$ cat config.mk
export PLATFORM = sky130hd
export DESIGN_NAME = vga_timing_gen
export DESIGN_NICKNAME = d
export VERILOG_FILES = /design/src/rtl/vga_timing_pkg.sv /design/src/rtl/vga_axis_counter.sv /design/src/rtl/vga_timing_gen.sv
export SDC_FILE = /design/constraint.sdc
export NUM_CORES = 1
export LEC_CHECK = 0
export CORE_AREA = 4 4 93 113
export CTS_CLUSTER_DIAMETER = 50
export DETAILED_ROUTE_END_ITERATION = 8
export DIE_AREA = 0 0 97 117
export PLACE_DENSITY_LB_ADDON = 0.12
export SYNTH_ARGS = -nofsm -noshare
export SYNTH_HDL_FRONTEND = slang
export SYNTH_SLANG_ARGS = --single-unit
$ cat constraint.sdc
create_clock -name clk -period 12.9 [get_ports clk]
set_clock_uncertainty 0.2 [all_clocks]
set_input_delay 3.87 -clock clk [delete_from_list [all_inputs] [get_ports clk]]
set_output_delay 3.87 -clock clk [all_outputs]
set_load 0.005 [all_outputs]
$ cat src/rtl/vga_timing_pkg.sv
// Shared raster constants and region helpers for the timing generator and text renderer.
package vga_timing_pkg;

   localparam int M1280_H_SYNC  = 112;
   localparam int M1280_H_BACK  = 248;
   localparam int M1280_H_DISP  = 1280;
   localparam int M1280_H_FRONT = 48;
   localparam int M1280_V_SYNC  = 3;
   localparam int M1280_V_BACK  = 38;
   localparam int M1280_V_DISP  = 1024;
   localparam int M1280_V_FRONT = 1;

   localparam int M640_H_SYNC   = 96;
   localparam int M640_H_BACK   = 48;
   localparam int M640_H_DISP   = 640;
   localparam int M640_H_FRONT  = 16;
   localparam int M640_V_SYNC   = 2;
   localparam int M640_V_BACK   = 33;
   localparam int M640_V_DISP   = 480;
   localparam int M640_V_FRONT  = 10;

   function automatic int axis_limit(input int sync_w, input int back_w, input int disp_w,
                                     input int front_w);
      return sync_w + back_w + disp_w + front_w;
   endfunction

   function automatic int disp_start(input int sync_w, input int back_w);
      return sync_w + back_w;
   endfunction

   function automatic int disp_end(input int sync_w, input int back_w, input int disp_w);
      return sync_w + back_w + disp_w;
   endfunction

endpackage

$ cat src/rtl/vga_axis_counter.sv
// One raster axis: wrapping position counter plus sync/active decode of the post-edge position.
module vga_axis_counter
   import vga_timing_pkg::*;
#(
   parameter int LIMIT = 1688,
   parameter int SYNC  = 112,
   parameter int BACK  = 248,
   parameter int DISP  = 1280,
   parameter int W     = 12
) (
   input  logic         clk,
   input  logic         reset,
   input  logic         en,
   output logic [W-1:0] count,
   output logic         wrap,
   output logic         sync,
   output logic         active
);

   localparam int START = disp_start(SYNC, BACK);
   localparam int STOP  = disp_end(SYNC, BACK, DISP);

   logic [W-1:0] count_r;
   logic [W:0]   count_ext_s;

   // position register; count is the value it takes after this edge
   always_ff @(posedge clk) begin
      if (reset) begin
         count_r <= {W{1'b0}};
      end else begin
         count_r <= count;
      end
   end

   // next position and wrap strobe
   always_comb begin
      count = count_r;
      wrap  = 1'b0;
      if (en) begin
         if (count_r == W'(LIMIT - 1)) begin
            count = {W{1'b0}};
            wrap  = 1'b1;
         end else begin
            count = count_r + {{(W-1){1'b0}}, 1'b1};
         end
      end else begin
         count = count_r;
      end
   end

   // one extra bit so a region ending exactly at 2^W still compares correctly
   assign count_ext_s = {1'b0, count};
   assign sync        = (count_ext_s < (W+1)'(SYNC));
   assign active      = (count_ext_s >= (W+1)'(START)) && (count_ext_s < (W+1)'(STOP));

endmodule

$ cat src/rtl/vga_timing_gen.sv
// Raster timing generator: registered sync/enable/coordinates, line/frame strobes,
// look-ahead fetch address and frame-based cursor blink, all advanced by pix_ce.
module vga_timing_gen
   import vga_timing_pkg::*;
#(
   parameter int   H_SYNC       = M1280_H_SYNC,
   parameter int   H_BACK       = M1280_H_BACK,
   parameter int   H_DISP       = M1280_H_DISP,
   parameter int   H_FRONT      = M1280_H_FRONT,
   parameter int   V_SYNC       = M1280_V_SYNC,
   parameter int   V_BACK       = M1280_V_BACK,
   parameter int   V_DISP       = M1280_V_DISP,
   parameter int   V_FRONT      = M1280_V_FRONT,
   parameter logic HS_POL       = 1'b1,
   parameter logic VS_POL       = 1'b1,
   parameter int   POS_W        = 12,
   parameter int   LOOKAHEAD    = 2,
   parameter int   BLINK_FRAMES = 32
) (
   input  logic             clk,
   input  logic             reset,
   input  logic             pix_ce,
   output logic             hs,
   output logic             vs,
   output logic             disp,
   output logic [POS_W-1:0] x_pos,
   output logic [POS_W-1:0] y_pos,
   output logic             line_start,
   output logic             frame_start,
   output logic             fetch_valid,
   output logic [POS_W-1:0] fetch_x,
   output logic [POS_W-1:0] fetch_y,
   output logic             blink
);

   localparam int H_LIMIT = axis_limit(H_SYNC, H_BACK, H_DISP, H_FRONT);
   localparam int V_LIMIT = axis_limit(V_SYNC, V_BACK, V_DISP, V_FRONT);
   localparam int H_START = disp_start(H_SYNC, H_BACK);
   localparam int H_STOP  = disp_end(H_SYNC, H_BACK, H_DISP);
   localparam int V_START = disp_start(V_SYNC, V_BACK);
   localparam int FC_W    = (BLINK_FRAMES > 1) ? $clog2(BLINK_FRAMES) : 1;

   logic [POS_W-1:0] h_next_s, v_next_s;
   logic             h_wrap_s, v_wrap_s, h_sync_s, v_sync_s, h_act_s, v_act_s;
   logic             v_en_s, frame_wrap_s, disp_s, f_hact_s, f_valid_s;
   logic [POS_W:0]   fx_s, fx_off_s;
   logic [POS_W-1:0] x_s, y_s, fx_pos_s, fy_pos_s;
   logic [FC_W-1:0]  fc_r;

   assign v_en_s       = pix_ce & h_wrap_s;
   assign frame_wrap_s = h_wrap_s & v_wrap_s;

   vga_axis_counter #(
      .LIMIT (H_LIMIT), .SYNC (H_SYNC), .BACK (H_BACK), .DISP (H_DISP), .W (POS_W)
   ) u_h (
      .clk (clk), .reset (reset), .en (pix_ce),
      .count (h_next_s), .wrap (h_wrap_s), .sync (h_sync_s), .active (h_act_s)
   );

   vga_axis_counter #(
      .LIMIT (V_LIMIT), .SYNC (V_SYNC), .BACK (V_BACK), .DISP (V_DISP), .W (POS_W)
   ) u_v (
      .clk (clk), .reset (reset), .en (v_en_s),
      .count (v_next_s), .wrap (v_wrap_s), .sync (v_sync_s), .active (v_act_s)
   );

   // decode display and fetch coordinates from the post-edge counters; fetch stays on its line
   always_comb begin
      disp_s   = h_act_s & v_act_s;
      fx_s     = {1'b0, h_next_s} + (POS_W+1)'(LOOKAHEAD);
      fx_off_s = fx_s - (POS_W+1)'(H_START);
      f_hact_s = (fx_s >= (POS_W+1)'(H_START)) && (fx_s < (POS_W+1)'(H_STOP));
      f_valid_s = f_hact_s & v_act_s;
      if (disp_s) begin
         x_s = h_next_s - POS_W'(H_START);
         y_s = v_next_s - POS_W'(V_START);
      end else begin
         x_s = {POS_W{1'b0}};
         y_s = {POS_W{1'b0}};
      end
      if (f_valid_s) begin
         fx_pos_s = fx_off_s[POS_W-1:0];
         fy_pos_s = v_next_s - POS_W'(V_START);
      end else begin
         fx_pos_s = {POS_W{1'b0}};
         fy_pos_s = {POS_W{1'b0}};
      end
   end

   // aligned output registers; strobes last one clk, everything else holds while pix_ce=0
   always_ff @(posedge clk) begin
      if (reset) begin
         hs          <= HS_POL;
         vs          <= VS_POL;
         disp        <= 1'b0;
         x_pos       <= {POS_W{1'b0}};
         y_pos       <= {POS_W{1'b0}};
         line_start  <= 1'b0;
         frame_start <= 1'b0;
         fetch_valid <= 1'b0;
         fetch_x     <= {POS_W{1'b0}};
         fetch_y     <= {POS_W{1'b0}};
      end else if (pix_ce) begin
         hs          <= h_sync_s ? HS_POL : ~HS_POL;
         vs          <= v_sync_s ? VS_POL : ~VS_POL;
         disp        <= disp_s;
         x_pos       <= x_s;
         y_pos       <= y_s;
         line_start  <= h_wrap_s;
         frame_start <= frame_wrap_s;
         fetch_valid <= f_valid_s;
         fetch_x     <= fx_pos_s;
         fetch_y     <= fy_pos_s;
      end else begin
         line_start  <= 1'b0;
         frame_start <= 1'b0;
      end
   end

   // blink half-period counter, advanced on each frame wrap
   always_ff @(posedge clk) begin
      if (reset) begin
         fc_r  <= {FC_W{1'b0}};
         blink <= 1'b0;
      end else if (frame_wrap_s) begin
         if (fc_r == FC_W'(BLINK_FRAMES - 1)) begin
            fc_r  <= {FC_W{1'b0}};
            blink <= ~blink;
         end else begin
            fc_r  <= fc_r + {{(FC_W-1){1'b0}}, 1'b1};
         end
      end else begin
         fc_r  <= fc_r;
         blink <= blink;
      end
   end

endmodule

; ---- Yosys cells after proc, flatten, opt, wreduce, memory -nomap -nowiden
; Cells that the tools add are included.
[classes]
muxes = 15
n_div = 0
n_reduce_logical = 5
n_lt_le_gt_ge = 8
n_shift = 0
eq_ne = 3
bitwise_logic = 6
add_sub_neg = 7
mul = 0
[op_table]
columns = cell, n
row1 = $mux 12, 8
row2 = $add 12x1->12 const B, 2
row3 = $eq 12x11->1 const B, 2
row4 = $lt 12x11->1 const B, 2
row5 = $sub 12x9->12 const B, 2
row6 = $add 12x2->13 const B, 1
row7 = $ge 13x9->1 const B, 1
row8 = $lt 13x11->1 const B, 1
row9 = $ge 12x6->1 const B, 1
row10 = $ge 12x9->1 const B, 1
row11 = $lt 12x2->1 const B, 1
row12 = $lt 12x7->1 const B, 1
row13 = $sub 12x6->12 const B, 1
row14 = $mux 1, 6
row15 = $add 5x1->5 const B, 1
row16 = $eq 5x5->1 const B, 1
row17 = $mux 5, 1
row18 = $and 1x1->1, 4
row19 = $logic_and 1x1->1, 3
row20 = $not 1->1, 2
row21 = $reduce_and 2->1, 1
row22 = $reduce_or 2->1, 1
[word_totals]
register_bits = 84
latch_bits = 0
n_memories = 0
mem_bits_ro = 0
ramBits = 0

; ---- Longest topological paths before layout
[depth]
depth_word = 9
ltp_mapped = 18
ltp_nobuf = 15

; ---- Hierarchy
; From an unflattened synthesis, not the netlist that was laid out.
[hier_totals]
hier_cells = 599
hier_area_um2 = 4992.3
[by_module_without_submodules]
columns = mod, instances, cells_each, area_each_um2
row1 = vga_timing_gen, 1, 376, 3273.1
row2 = vga_axis_counter (u_v), 1, 116, 897.1
row3 = vga_axis_counter (u_h), 1, 107, 822.0

; ---- Worst setup path after synthesis
; No wires, ideal clock.
[synth_timing]
path_kind = input to register
from = input pix_ce
to = register fetch_x[10]
cell_stages = 17
n_path_buf = 5
arrival_ns = 7.250
setup_slack_ns = 5.392
setup_time_ns = 0.059
path_cell_list = buf_2 nand4_1 clkbuf_1 clkbuf_1 nand2_1 inv_1 ha_1 and2_1 buf_1 nand2_1 o31a_1 nor3_1 nor2b_1 a21boi_1 nor4b_4 buf_6 a22o_1
[synth_via]
word_cells_on_any_way = 14
cone_classes = 2 x add/sub / 4 x order compare / 4 x mux / 2 x bitwise / 2 x reduce/logical
[synth_lines]
columns = element, line
row1 = from (decl), vga_timing_gen.sv:22  ; input logic pix_ce,
row2 = $mux 12 (*), vga_axis_counter.sv:39  ; if (en) begin
row3 = named net h_next_s[3], vga_timing_gen.sv:43  ; logic [POS_W-1:0] h_next_s, v_next_s;
row4 = $add 12x2->13 (*), vga_timing_gen.sv:70  ; fx_s = {1'b0, h_next_s} + (POS_W+1)'(LOOKAHEAD);
row5 = $ge 13x9->1 / $lt 13x11->1 (equally long branches), vga_timing_gen.sv:72  ; f_hact_s = (fx_s >= (POS_W+1)'(H_START)) && (fx_s < (POS_W+1)'(H_STOP));
row6 = $logic_and 1x1->1, vga_timing_gen.sv:72
row7 = $and 1x1->1, vga_timing_gen.sv:73  ; f_valid_s = f_hact_s & v_act_s;
row8 = $mux 12 (*), vga_timing_gen.sv:81  ; if (f_valid_s) begin
row9 = to (signal assigned), vga_timing_gen.sv:101  ; fetch_x <= {POS_W{1'b0}};
row10 = to (signal assigned), vga_timing_gen.sv:112  ; fetch_x <= fx_pos_s;
row11 = to (decl), vga_timing_gen.sv:31  ; output logic [POS_W-1:0] fetch_x,
; The timed path passes the listed nets; every way through them passes the cells marked *.
; A chain may end at the register's enable or synchronous reset.

; ---- Worst setup path in the final report
[layout_timing]
from = input pix_ce
to = register fetch_y[6]
[layout_via]
word_cells_on_any_way = 14
cone_classes = 2 x add/sub / 4 x order compare / 4 x mux / 2 x bitwise / 2 x reduce/logical
[layout_lines]
columns = element, line
row1 = $mux 12 (*), vga_axis_counter.sv:39
row2 = named net h_next_s[3], vga_timing_gen.sv:43
row3 = $add 12x2->13 (*), vga_timing_gen.sv:70
row4 = $ge 13x9->1 / $lt 13x11->1 (equally long branches), vga_timing_gen.sv:72
row5 = $logic_and 1x1->1 (*), vga_timing_gen.sv:72
row6 = $and 1x1->1 (*), vga_timing_gen.sv:73
row7 = $mux 12 (*), vga_timing_gen.sv:81
row8 = to (signal assigned), vga_timing_gen.sv:102  ; fetch_y <= {POS_W{1'b0}};
row9 = to (signal assigned), vga_timing_gen.sv:113  ; fetch_y <= fy_pos_s;
row10 = to (decl), vga_timing_gen.sv:32  ; output logic [POS_W-1:0] fetch_y,
; Marks and branches as above.

==> run_results.csv <==
group,metric,value,unit
outcome,run_status,"completed",
synth,yosysTopAreaCellShare,36.4,%
hold_path,holdCritStartpoint,"disp$_SDFFE_PP0P_",
synth,synth.largest_area_cell,"dfxtp_1",
detailed_routing,finalWirelength,12700,microns
synth,yosys_warnings,0,
grt,grt_pass1_vias,3962,
synth,async_flop_share,0,%
timing,final_hold_viol_count,0,
clock_network,clock-sinks,84,
synth,ys_top_cells_by_count,"dfxtp_1, nor2_1, nand2_1, a22o_1, xnor2_1",
detailed_routing,routed.top_layer,"met4",
timing,worst_pin_slew,1.08,ns
synth,ys_types,70,
detailed_routing,dr_total_vias,4131,
floorplan,initial_core_util,49.0,%
synth,synthSimpleGateAreaFrac,24.0,%
synth,syn-num-nets,548,
worst_setup_path,worstPathRequired,12.99,ns
placed_design,port_buffers,57,
grt,grt_usage,22.9,%
synth,synthMostInstantiatedCell,"dfxtp_1",
detailed_routing,drt_first_pass_iters,5,
synth,ys_seq_elements,84,
floorplan,die_h,117,microns
clock_network,postCtsSetupRepairBufs,0,
synth,synth_compound_area_share,21.4,%
synth,avgSynthCellArea,8.68,sq um
clock_network,cts_tree,"built",
clock_network,cts_buffers,9,
worst_setup_path,cp_top_family,"simple AND/OR/NAND/NOR gates",
clock_network,clock_latency,0.34,ns
clock_network,ctsResizeCount,0,
synth,seq_area_frac_synth,36.4,%
synth,synth_xor_area_share,9.68,%
worst_setup_path,cp-startpoint,"pix_ce",
synth,synth_fa_ha_area_share,3.52,%
floorplan,rows,39,
synth,syn_area,0.00462,sq mm
detailed_routing,drt-wirelength-per-cell,18.2,microns
cells_and_area,area_growth_syn_to_layout,19.2,%
placed_design,dpl.hpwl,9310,microns
detailed_routing,wl_met1,5160,microns
worst_setup_path,path_class,"in2reg",
cells_and_area,multiInputGateArea,0.00274,sq mm
worst_setup_path,critPathBufInv,2,
cells_and_area,fin_area,0.00550,sq mm
timing,slew_headroom,27.5,%
clock_network,cts_root_buf,"clkbuf_16",
worst_setup_path,startpoint_type,"input port",
synth,synth_top_family_by_area,"simple AND/OR/NAND/NOR gates",
synth,ys_top_cells_by_area,"dfxtp_1, a22o_1, xnor2_1",
synth,syn_inst,532,
cells_and_area,antennaDiodeCount,0,
clock_network,hold_buffers,0,
worst_setup_path,r2r-start,"u_h.count_r[0]$_SDFF_PP0_",
detailed_routing,route.detailed.drc,0,
floorplan,die_x,97,microns
detailed_routing,drt-initial-drc-count,323,
hold_path,hold_class,"reg2reg",
detailed_routing,postRouteAntennaNets,0,
worst_setup_path,crit_slowest_cell,"clkdlybuf4s50_1",
timing,clock.fmax,0.111,GHz
worst_setup_path,path_cells,"clkdlybuf4s50_1, nand4_1, nand2_1, inv_1, ha_1, and2_1, nand2_1, nor4_1, nor3_1, nor2b_1, a21boi_1, nor4b_4, a22o_1",
synth,synthMuxAreaShare,0.732,%
power,peakVddDrop,0.0626,mV
worst_setup_path,cp_max_fo,21,
run,maxCapViolCount,0,
detailed_routing,wl_met2,6660,microns
cells_and_area,seqCellArea,0.00168,sq mm
floorplan,core_area,0.00942,sq mm
grt,grt_max_degree,50,
clock_network,htree_levels,3,
synth,synth_edf_count,0,
timing,drv_slew,0,
floorplan,io_pins,58,
worst_setup_path,crit_top_cell,"nand2_1",
cells_and_area,nFillCells,830,
detailed_routing,routed_via_density,5.94,
worst_setup_path,arrival,9.10,ns
placed_design,placed_area,0.00520,sq mm
worst_setup_path,endpoint_kind,"flop",
grt,grt_pass1_wl,20500,microns
clock_network,clk_pin_slew,0.07,ns
floorplan,dieArea,0.0113,sq mm
cells_and_area,fin_nets,584,
power,power.density,98.1,mW/mm^2
power,p_leak,0.00201,uW
cells_and_area,drive_gt1_share,6.46,%
grt,antenna_found_initial,0,
clock_network,clock_path_buffers,2,
worst_setup_path,critPathMaxStageDelay,1.04,ns
synth,synth-main-ff-cell,"dfxtp_1",
timing,setup_viol,0,
timing,rsz0062_at_grt,"false",
timing,tns,0,ns
placed_design,place.gp.congestion,0.906,
detailed_routing,met3WireLength,500,microns
grt,grt-ovfl-total,0,
timing,fin_crit,9.02,ns
timing,finalCritPeriodShare,69.9,%
[per-layer routing]
layer  track usage, %  vias to the layer above
met4             11.0                        0
met3             2.61                       25
li1                 -                     2028
met5                0                        -
met2             42.4                      118
met1             26.5                     1960
[path summary, 6_finish.rpt]
| kind | cells after the start | slack [ns] | to |
|---|---|---|---|
| max | 13 | 3.88 | fetch_y[6]$_SDFFE_PP0P_ |
| min | 1 | 0.25 | disp$_SDFFE_PP0P_ |
| max reg2reg | 14 | 7.43 | fetch_y[6]$_SDFFE_PP0P_ |
| min reg2reg | 1 | 0.25 | disp$_SDFFE_PP0P_ |
[flip-flops by register name, indices dropped and copies added, names as in the netlist, 5 cells and up]
name         cells
fetch_y         12
y_pos           12
fc_r             5
x_pos           12
fetch_x         12
u_h.count_r     12
u_v.count_r     12
[area by class of cell]
class,instances,share of cell area (%)
clock buffer,10,4.16
clock inverter,6,1.30
inverter,16,1.09
multi-input combinational,400,49.8
sequential,84,30.6
tap,123,2.80
timing repair buffer,57,10.3
[placed cells by master, fill, tap and decap left out, drive strengths merged, types with 3 or more instances in the layout]
master	synthesis	layout
nor2	59	59
xnor2	30	30
dfxtp	84	84
o41ai	5	5
a32o	5	5
a31oi	5	5
a21o	4	4
xor2	21	21
ha	13	13
nor2b	4	4
and3	6	6
clkbuf	18	10
mux2i	3	3
a21oi	22	22
nor3	21	21
clkdlybuf4s50	0	56
or4	4	4
o21a	6	6
nand2	37	37
inv	16	18
nor4	10	10
o22ai	4	4
nand2b	5	5
nand4	14	14
a21boi	3	3
or3	5	5
a22o	36	36
o21ai	19	19
o31a	5	5
nor3b	5	5
nand3	14	14
[power breakdown]
part	internal (uW)	switching (uW)	total, uW	leakage, uW
sequential	260	1.48	262	0.000677
clock	152	110	262	0.000140
combinational	4.29	12.1	16.3	0.00119
total	416	124	540	0.00201
[cells by family after synthesis]
logic type                 count (synthesis)
adders and majority gates                 13
and+or+nand+nor                          201
buffers and inverters                     48
xor gates and xnor gates                  51
AOI/OAI and AO/OA                        132
muxes                                      3
DFF                                       84
[metrics by stage]
| step | total power (uW) | util [%] | setup WS [ns] | cells | hold WS (ns) |
|---|---|---|---|---|---|
| final | 540 | 58.4 | 3.88 | 696 | 0.252 |
| after global routing | 557 | 58.4 | 3.36 | 696 | 0.270 |
| after CTS | 544 | 58.4 | 3.89 | 696 | 0.255 |
| after detailed placement | 284 | 55.3 | 3.54 | 680 | 0.243 |
| after global placement | 283 | 55.3 | 3.82 | 680 | 0.235 |
| after floorplan | 279 | - | 5.39 | 532 | 0.236 |
No activity file was read; power rests on OpenSTA's default activity.
